**src/rtl/uart_pkg.sv**
```systemverilog
// Shared types and widths for the UART TX scheduler.
package uart_pkg;
    typedef enum logic [2:0] {
        S_IDLE,
        S_ARB,
        S_LOAD,
        S_WRITE,
        S_WAIT_DONE,
        S_ACK
    } state_t;

    localparam int BYTE_W = 8;
    localparam int GID_W  = 3;
endpackage

```
**src/rtl/uart_sync_edge.sv**
```systemverilog
// Two-flop synchroniser followed by an edge register; rise pulses for one clk cycle.
module uart_sync_edge (
    input  logic clk,
    input  logic rst_n,
    input  logic din,
    output logic rise
);
    logic meta_q, sync_q, prev_q;

    always_ff @(posedge clk or negedge rst_n) begin
        if (!rst_n) begin
            meta_q <= 1'b0;
            sync_q <= 1'b0;
            prev_q <= 1'b0;
        end else begin
            meta_q <= din;
            sync_q <= meta_q;
            prev_q <= sync_q;
        end
    end

    assign rise = sync_q & ~prev_q;
endmodule

```
**src/rtl/uart_tx_scheduler.sv**
```systemverilog
// Round-robin arbiter sharing one UART TX path among N_REQ byte producers.
// Holds UART_WRITE for WR_EDGES bit-clock rises, then waits for IRQ_Tx or a timeout.
module uart_tx_scheduler
    import uart_pkg::*;
#(
    parameter int N_REQ    = 4,
    parameter int WR_EDGES = 2,
    parameter int TIMEOUT  = 65535
) (
    input  logic                    clk_CPU,
    input  logic                    RST,
    input  logic [N_REQ-1:0]        req,
    input  logic [8*N_REQ-1:0]      req_data,
    input  logic [N_REQ-1:0]        req_bits,
    input  logic [N_REQ-1:0]        req_parity,
    output logic [N_REQ-1:0]        ack,
    output logic [N_REQ-1:0]        err,
    output logic                    busy,
    output logic [GID_W-1:0]        grant_id,
    input  logic                    uart_clock,
    input  logic                    IRQ_Tx,
    output logic                    UART_WRITE,
    output logic [BYTE_W-1:0]       DATA_IN_Tx,
    output logic                    UART_BITS,
    output logic                    UART_PARITY
);
    localparam int IW = $clog2(N_REQ);
    localparam int EW = $clog2(WR_EDGES + 1);
    localparam int TW = $clog2(TIMEOUT + 1);

    state_t              state;
    logic [IW-1:0]       ptr, gid, pick;
    logic [BYTE_W-1:0]   hold_data;
    logic                hold_bits, hold_par;
    logic [EW-1:0]       edge_cnt;
    logic [TW-1:0]       to_cnt;
    logic                uck_rise, irq_rise, pick_vld;
    logic [2*N_REQ-1:0]  req_dbl;
    logic [N_REQ-1:0]    req_rot;
    logic [BYTE_W-1:0]   data_arr [N_REQ];

    uart_sync_edge u_uck (.clk(clk_CPU), .rst_n(RST), .din(uart_clock), .rise(uck_rise));
    uart_sync_edge u_irq (.clk(clk_CPU), .rst_n(RST), .din(IRQ_Tx),     .rise(irq_rise));

    for (genvar gi = 0; gi < N_REQ; gi++) begin : g_data
        assign data_arr[gi] = req_data[8*gi +: 8];
    end

    // req_rot[k] is requester (ptr+1+k) mod N_REQ, so bit 0 has top priority.
    always_comb begin
        req_dbl  = {req, req};
        req_rot  = N_REQ'(req_dbl >> (int'(ptr) + 1));
        pick_vld = |req_rot;
        pick     = '0;
        for (int k = N_REQ - 1; k >= 0; k--) begin
            if (req_rot[k]) pick = IW'((int'(ptr) + 1 + k) % N_REQ);
        end
    end

    assign grant_id = GID_W'(gid);

    always_ff @(posedge clk_CPU or negedge RST) begin
        if (!RST) begin
            state       <= S_IDLE;
            ptr         <= '0;
            gid         <= '0;
            hold_data   <= '0;
            hold_bits   <= 1'b0;
            hold_par    <= 1'b0;
            edge_cnt    <= '0;
            to_cnt      <= '0;
            ack         <= '0;
            err         <= '0;
            busy        <= 1'b0;
            UART_WRITE  <= 1'b0;
            DATA_IN_Tx  <= '0;
            UART_BITS   <= 1'b0;
            UART_PARITY <= 1'b0;
        end else begin
            ack <= '0;
            err <= '0;
            case (state)
                S_IDLE: begin
                    if (|req) begin
                        state <= S_ARB;
                        busy  <= 1'b1;
                    end
                end
                S_ARB: begin
                    if (pick_vld) begin
                        gid       <= pick;
                        hold_data <= data_arr[pick];
                        hold_bits <= req_bits[pick];
                        hold_par  <= req_parity[pick];
                        state     <= S_LOAD;
                    end else begin
                        state <= S_IDLE;
                        busy  <= 1'b0;
                    end
                end
                S_LOAD: begin
                    DATA_IN_Tx  <= hold_data;
                    UART_BITS   <= hold_bits;
                    UART_PARITY <= hold_par;
                    edge_cnt    <= '0;
                    UART_WRITE  <= 1'b1;
                    state       <= S_WRITE;
                end
                S_WRITE: begin
                    if (uck_rise) begin
                        if (edge_cnt >= EW'(WR_EDGES - 1)) begin
                            UART_WRITE <= 1'b0;
                            to_cnt     <= '0;
                            state      <= S_WAIT_DONE;
                        end else begin
                            edge_cnt <= edge_cnt + 1'b1;
                        end
                    end
                end
                S_WAIT_DONE: begin
                    if (irq_rise) begin
                        ack   <= N_REQ'(1) << gid;
                        state <= S_ACK;
                    end else if (to_cnt >= TW'(TIMEOUT - 1)) begin
                        // Aborted requester still moves to lowest priority.
                        err   <= N_REQ'(1) << gid;
                        ptr   <= gid;
                        busy  <= 1'b0;
                        state <= S_IDLE;
                    end else begin
                        to_cnt <= to_cnt + 1'b1;
                    end
                end
                S_ACK: begin
                    ptr   <= gid;
                    busy  <= 1'b0;
                    state <= S_IDLE;
                end
                default: begin
                    state      <= S_IDLE;
                    busy       <= 1'b0;
                    UART_WRITE <= 1'b0;
                end
            endcase
        end
    end
endmodule
```
**config.mk**
```make
export PLATFORM = sky130hd
export DESIGN_NAME = uart_tx_scheduler
export DESIGN_NICKNAME = d
export VERILOG_FILES = /design/src/rtl/uart_pkg.sv /design/src/rtl/uart_sync_edge.sv /design/src/rtl/uart_tx_scheduler.sv
export SDC_FILE = /design/constraint.sdc
export NUM_CORES = 1
export LEC_CHECK = 0
export CAP_MARGIN = 25
export CORE_ASPECT_RATIO = 1.4
export CORE_MARGIN = 4
export CORE_UTILIZATION = 45
export DETAILED_ROUTE_END_ITERATION = 10
export GPL_TIMING_DRIVEN = 0
export PLACE_DENSITY = 0.69
export SETUP_SLACK_MARGIN = 0.4
export SYNTH_ARGS = -nofsm -noshare
export SYNTH_HDL_FRONTEND = slang
export SYNTH_SLANG_ARGS = --single-unit
```
**constraint.sdc**
```tcl
create_clock -name clk_CPU -period 1.94 [get_ports clk_CPU]
set_input_delay 0.388 -clock clk_CPU [delete_from_list [all_inputs] [get_ports clk_CPU]]
set_output_delay 0.388 -clock clk_CPU [all_outputs]
set_load 0.05 [all_outputs]
```
==> run_results.csv, run 1 <==
group,metric,value,unit
outcome,status,"complete, no violations",
global_routing,globalRouteTotalUtil,21.2,%
die,die-height,108,µm
final_layout,layout-area-overhead-vs-synth,67.5,%
final_layout,fraction_of_layout_cells_with_a_size_suffix_above_1,46.8,%
sta,fmaxAchievable,0.543,GHz
cts,ctsRootBufferMaster,"clkbuf_8",
power_and_ir_drop,power_density,1360,nW/µm²
job,max_cap_viol_count,0,
sta,finalSetupViolCount,0,
logic_synthesis,netlist_area,3200,µm²
logic_synthesis,asyncSetResetFlopFracSynth,100,%
place,sum_of_net_half_perimeters_after_detailed_placement,5.83,mm
global_routing,grt_antenna_before_repair,0,
die,initial_utilization,46.2,%
logic_synthesis,avgSynthCellArea,10.3,µm²
sta,largest_clock_skew_in_the_final_design,10.3,ps
critical_path,worstSetupPathType,"reg2reg",
place,placement.setup.worst_slack,-330,ps
cts,clkTransAtPathRegs,70,ps
logic_synthesis,netlist-cell-type-count,59,
logic_synthesis,synth.top_cell.area_share,47.7,%
route,wirelength,9.69,mm
sta,hold_vio_cnt_final,0,
logic_synthesis,net_count_synth,361,
sta,worst_slew_pin_slew,598,ps
critical_path,reg2regPathDepth,6,
sta,timing.slew.headroom,60.2,%
logic_synthesis,postSynthCellCount,310,
place,placement_stage_cell_area,4260,µm²
sta,final_period_demand_of_the_worst_path,1840,ps
critical_path,timing.critical_path.from_type,"flop",
critical_path,critical_path.startpoint,"to_cnt[8]",
sta,final.hold.worst_slack,47.1,ps
cts,htree_levels,3,
critical_path,critical_path.reg2reg.startpoint,"to_cnt[8]",
place,finalWeightedCongestion,0.861,
route,route.vias.total,3040,
final_layout,nFillCells,469,
logic_synthesis,number_of_enable_flip_flop_cells_after_synthesis,0,
logic_synthesis,yosys_register_bits,61,
global_routing,grt_first_pass_wirelength,14.0,mm
die,die_width,79.3,µm
route,initialDrtViolationCount,164,
critical_path,end_kind,"flop",
global_routing,gr-total-overflow,0,
route,drc,0,
logic_synthesis,sequential_area_share_after_synthesis,47.7,%
critical_path,critPathRequiredTime,2150,ps
critical_path,crit_arrival,2050,ps
global_routing,largest_net_degree_at_the_start_of_global_routing,37,
final_layout,antenna_cells,0,
die,num_io_pins,71,
global_routing,grt_pass1_vias,2958,
sta,final_slew_viol_count,0,
cts,cts-hold-fix-buffers,0,
cts,clock_path_buffers,2,
logic_synthesis,synth_top_cell_by_area,"dfrtp_1",
critical_path,crit_fanout,6,
final_layout,nets,503,
die,placement_rows,36,
cts,clock_insertion_delay_worst_skew,340,ps
final_layout,finalInstanceArea,5360,µm²
final_layout,layout.cells.non_filler,552,
die,floorplan.core_area,6940,µm²
route,per_cell_routed_wire_length,17.6,µm
power_and_ir_drop,irDropWorstVdd,0.921,mV
sta,unrepaired_setup_endpoints_after_global_routing,"true",
min_path,hold_class,"in2async",
route,antenna_violating_nets_post_route,0,
cts,clock_tree_from_tritoncts,"built",
route,vias_per_cell,5.51,
die,floorplan.die_area,8550,µm²
route,drtPass1Iterations,4,
cts,cts-buffers-inserted,9,
cts,clkSinkCount,61,
place,placed_cells_incl_taps,475,
logic_synthesis,ys_warn_count,0,
logic_synthesis,top_flip_flop_cell_by_instance_count_after_synthesis,"dfrtp_1",
sta,final.period_utilization,95.0,%
logic_synthesis,synth_area_leaders,"dfrtp_1, mux2_2, nand3_1",
sta,post-route-worst-setup-slack,97.5,ps
power_and_ir_drop,power.static_leakage,0.00234,µW
place,io_buffer_count,69,
kinds of logic (layout without fill, tap and decap cells):
family                     Yosys count  after routing  share of synthesized area [%]
other                                1              1                          0.117
DFF                                 61             61                           47.7
and+or+nand+nor                    116            116                           20.0
AOI/OAI and AO/OA                   69             69                           15.0
muxes                               34             34                           11.5
adders and majority gates            3              3                           1.17
buffers and inverters               26            173                           4.49
worst max-delay path: stages (launching register included):
cell and delay, ps:
dfrtp_1 430, and3_4 230, and4_4 230, buf_8 120
a31oi_4 90, nor3b_4 270, mux2_1 350
placed cells by master, fill, tap and decap left out, drive strengths merged, types with 5 or more instances in the layout:
cell type	instances
buf	84
dfrtp	61
clkdlybuf4s50	42
nand2	34
nand3	29
mux2	22
clkdlybuf4s15	20
o211ai	15
clkbuf	15
mux2i	12
o21ai	12
nor2	11
a21oi	10
a31oi	9
inv	7
and2	6
nor3b	5
nand2b	5
Yosys cell counts, drive strengths merged, types with 3 or more instances:
cell type  number
o211ai         15
buf            17
mux2           22
nand2b          5
o21a            3
dfrtp          61
a31oi           9
mux2i          12
nor3            4
or2             3
o21ai          12
a21oi          10
and3            3
a31o            3
nor2b           3
nor3b           5
and2            6
nand3          29
or4             3
inv             7
ha              3
nand2          34
nor2           11
stage by stage:
stage          power (µW)  utilization (%)  setup TNS, ps
2_1_floorplan        3980                -              0
3_3_place_gp         4750             61.1         -94300
3_5_place_dp         4810             61.4          -3970
4_1_cts              6580             72.0              0
5_1_grt              7660             77.3              0
6_report             7270             77.3              0
area by class of cell:
type,instances,area (µm²),share of cell area (%)
Multi-Input combinational cell,223,1950,36.4
Inverter,7,26.3,0.490
Buffer,19,240,4.48
Tap cell,95,119,2.22
Timing Repair Buffer,131,1300,24.2
Clock buffer,11,141,2.64
Clock inverter,5,50.0,0.933
Sequential cell,61,1540,28.6
routing by layer:
layer / GRT usage [%] / vias to the layer above / wire length (µm)
met5: 0 / - / 0
met4: 10.1 / 0 / 398
met3: 5.19 / 33 / 455
met2: 39.1 / 100 / 5350
met1: 22.0 / 1486 / 3480
li1: - / 1421 / -
final timing paths:
path                                 to  slack, ps
max                              ptr[1]        100
max reg2reg                      ptr[1]        100
max in group asynchronous     to_cnt[2]       1270
min                          to_cnt[14]         50
min in group clk_CPU       u_irq.sync_q        340
min reg2reg                u_irq.sync_q        340
repair_timing:
| action | CTS | global route |
|---|---|---|
| pin swaps | 17 | 21 |
| gates resized for setup | 125 | 65 |
| buffers inserted | 39 | 15 |
| cloned | 4 | 3 |
| endpoints found under the hold margin | 0 | 0 |
| endpoints found under the setup margin | 66 | 51 |
power breakdown:
part           internal, µW  total, µW  switching, µW  leakage [µW]
combinational          2160       4250           2090       0.00146
clock                   619       1110            492      0.000103
sequential             1640       1900            269      0.000777
registers in the layout, summed over array words and instances, names as in the netlist, 2 cells and up:
| register | count |
|---|---|
| DATA_IN_Tx | 8 |
| ack | 4 |
| edge_cnt | 2 |
| err | 4 |
| gid | 2 |
| hold_data | 8 |
| ptr | 2 |
| state | 3 |
| to_cnt | 16 |
No activity file was read; power rests on OpenSTA's default activity.
==> inputs of run 2 (changes only) <==
--- a/config.mk
+++ b/config.mk
@@ -5,13 +5,15 @@
 export SDC_FILE = /design/constraint.sdc
 export NUM_CORES = 1
 export LEC_CHECK = 0
+export ABC_AREA = 1
 export CAP_MARGIN = 25
 export CORE_ASPECT_RATIO = 1.4
 export CORE_MARGIN = 4
 export CORE_UTILIZATION = 45
 export DETAILED_ROUTE_END_ITERATION = 10
 export GPL_TIMING_DRIVEN = 0
-export PLACE_DENSITY = 0.69
+export PLACE_DENSITY = 0.68
+export REMOVE_ABC_BUFFERS = 1
 export SETUP_SLACK_MARGIN = 0.4
 export SYNTH_ARGS = -nofsm -noshare
 export SYNTH_HDL_FRONTEND = slang
==> run 2 against run 1 <==
The run now ends with setup timing left. Synthesized cell count up 60%. Cell count increased by 35%. Register-to-register slack worse by 130 ps. Total power up 26%. Flip-flop and latch count did not move. Critical endpoint is now hold_data[6].
==> run_results.csv, run 2 <==
group,metric,value,unit
logic_synthesis,netlist_area,3540,µm²
global_routing,grt_busiest_layer,"met2",
critical_path,reg2regPathDepth,12,
die,num_io_pins,71,
logic_synthesis,avgSynthCellArea,7.15,µm²
die,die-height,113,µm
logic_synthesis,asyncSetResetFlopFracSynth,100,%
logic_synthesis,top_flip_flop_cell_by_instance_count_after_synthesis,"dfrtp_1",
logic_synthesis,yosys.cell_count.top_type,"nand2_1",
logic_synthesis,synthTopCellsByCount,"nand2_1, inv_1, dfrtp_1",
final_layout,registers.top_by_ff_count,"to_cnt",
logic_synthesis,sequential_area_share_after_synthesis,43.1,%
cts,clock_path_buffers,2,
cts,clkSinkCount,61,
sta,final_period_demand_of_the_worst_path,1970,ps
power_and_ir_drop,totalPowerFinal,9150,µW
min_path,hold_class,"in2async",
logic_synthesis,netlist-cell-type-count,29,
final_layout,finalInstanceArea,5720,µm²
sta,finalSetupViolCount,1,
die,floorplan.die_area,9380,µm²
critical_path,end_kind,"flop",
final_layout,nets,692,
final_layout,layout.area.seq,1530,µm²
final_layout,registers_with_the_most_flip_flops,"to_cnt (16), DATA_IN_Tx (8), hold_data (8)",
cts,cts-buffers-inserted,9,
job,max_cap_viol_count,0,
final_layout,layout.cells.non_filler,746,
critical_path,critical_path.reg2reg.startpoint,"ptr[0]",
place,placement_stage_cell_area,4260,µm²
place,sum_of_net_half_perimeters_after_detailed_placement,6.10,mm
sta,final.period_utilization,101,%
sta,unrepaired_setup_endpoints_after_global_routing,"true",
outcome,status,"complete, but fails checks",
critical_path,worstSetupPathType,"reg2reg",
route,route.vias.total,3950,
global_routing,grt_pass1_vias,3816,
sta,final.hold.worst_slack,128,ps
logic_synthesis,synth_area_leaders,"dfrtp_1, nand2_1, inv_1",
critical_path,slack_of_the_worst_reg_to_reg_path,-30,ps
route,per_cell_routed_wire_length,16.7,µm
logic_synthesis,postSynthCellCount,496,
cts,htree_levels,3,
sta,fmaxAchievable,0.508,GHz
sta,final_slew_viol_count,0,
cts,clock_insertion_delay_worst_skew,340,ps
outcome,violated_checks,"setup timing",
final_layout,fraction_of_layout_cells_with_a_size_suffix_above_1,33.1,%
cts,clkTransAtPathRegs,70,ps
cts,ctsRootBufferMaster,"clkbuf_8",
logic_synthesis,yosys_register_bits,61,
final_layout,nFillCells,566,
final_layout,multi_input_area,2140,µm²
logic_synthesis,synth_top_cell_by_area,"dfrtp_1",
global_routing,grt_antenna_before_repair,0,
sta,hold_vio_cnt_final,0,
sta,timing.slew.headroom,46.9,%
route,drc,0,
critical_path,crit-reg2reg-capture,"hold_data[6]",
global_routing,grt_use_met3,6.99,%
global_routing,use_met1,24.3,%
place,finalWeightedCongestion,0.839,
logic_synthesis,synth.top_cell.area_share,43.1,%
place,io_buffer_count,69,
die,die_width,83.0,µm
route,initialDrtViolationCount,236,
sta,largest_clock_skew_in_the_final_design,5.94,ps
global_routing,gr-total-overflow,0,
final_layout,highest_count_cells_in_the_layout_ignoring_fill_and_taps,"nand2_1, inv_1, dfrtp_1",
global_routing,globalRouteTotalUtil,24.7,%
final_layout,layout-area-overhead-vs-synth,61.4,%
global_routing,grt_first_pass_wirelength,18.4,mm
logic_synthesis,ys_warn_count,0,
route,wirelength,12.5,mm
critical_path,timing.critical_path.from_type,"flop",
logic_synthesis,number_of_enable_flip_flop_cells_after_synthesis,0,
power_and_ir_drop,irDropWorstVdd,1.10,mV
cts,clock_tree_from_tritoncts,"built",
die,placement_rows,38,
die,floorplan.core_area,7700,µm²
place,placed_cells_incl_taps,650,
final_layout,antenna_cells,0,
sta,worst_slew_pin_slew,796,ps
die,initial_utilization,46.0,%
route,vias_per_cell,5.29,
power_and_ir_drop,power.static_leakage,0.00277,µW
critical_path,crit_arrival,2200,ps
final_layout,leading_cell_type_in_the_layout_fill_and_taps_excluded,"nand2_1",
critical_path,crit_fanout,5,
global_routing,largest_net_degree_at_the_start_of_global_routing,35,
critical_path,critPathRequiredTime,2170,ps
global_routing,routing_usage_on_met2,45.6,%
route,antenna_violating_nets_post_route,0,
route,drtPass1Iterations,5,
final_layout,largest_register_ffs,16,
sta,post-route-worst-setup-slack,-28.4,ps
power_and_ir_drop,power_density,1600,nW/µm²
[run 2: kinds of logic after synthesis]
logic type,Yosys count,synth area share [%]
AND/OR/NAND/NOR,300,37.1
buffers and inverters,95,11.7
flip-flops,61,43.1
AO/OA/AOI/OAI,23,3.81
XOR/XNOR,13,3.21
adder cells (fa/ha/maj),3,1.06
other,1,0.106
[run 2: layout make-up]
cell class                      count  area share [%]
Clock buffer                       12            2.54
Clock inverter                      4           0.831
Inverter                           79            5.56
Multi-Input combinational cell    349            37.4
Sequential cell                    61            26.7
Tap cell                          100            2.19
Timing Repair Buffer              140            24.6
Timing Repair inverter              1           0.131
[run 2: metal layers]
| metal | part of all wire (%) | vias up |
|---|---|---|
| met5 | 0 | - |
| met4 | 6.4 | 0 |
| met3 | 6.2 | 65 |
| met2 | 54 | 188 |
| met1 | 33 | 1851 |
| li1 | - | 1846 |
[run 2: power breakdown]
group,switching [µW],internal (µW)
combinational,3620,2530
sequential,274,1610
clock,503,625
[run 2: worst max-delay path: stages (launching register included)]
cell and delay (ps):
dfrtp_2 460, buf_6 160, buf_8 120, xnor2_4 150, nand2_1 90, nand2_1 80, nand2_2 100, a21oi_4 170
buf_6 130, buf_12 110, nand3_2 70, nor2_2 150, nor2_1 70
[run 2: metrics by stage]
stage	setup TNS [ps]	worst slack [ps]	utilization, %
3_3_place_gp	-108020	-1450	55.1
3_5_place_dp	-20040	-806	55.3
5_1_grt	-152	-76.5	74.3
6_report	-28.4	-28.4	74.3
2_1_floorplan	-1560	-129	-
4_1_cts	0	185	69.2
[run 2: how the worst max path moves through the flow]
stage,slack (ps),start,cells after the start,to
global placement,-1450,RST,1,hold_data[7]
global route,-80,ptr[0],12,hold_data[6]
floorplan,-130,state[0],10,to_cnt[11]
detailed placement,-810,state[0],10,to_cnt[11]
finish,-30,ptr[0],12,hold_data[6]
CTS,180,ptr[0],13,hold_data[5]
[run 2: repair_timing]
item                       in CTS  in global routing
pin swaps                      47                 39
hold buffers                    0                  0
setup endpoints to repair      77                 52
buffers inserted               45                 23
cloned                         11                  1
gates resized for setup       171                 59
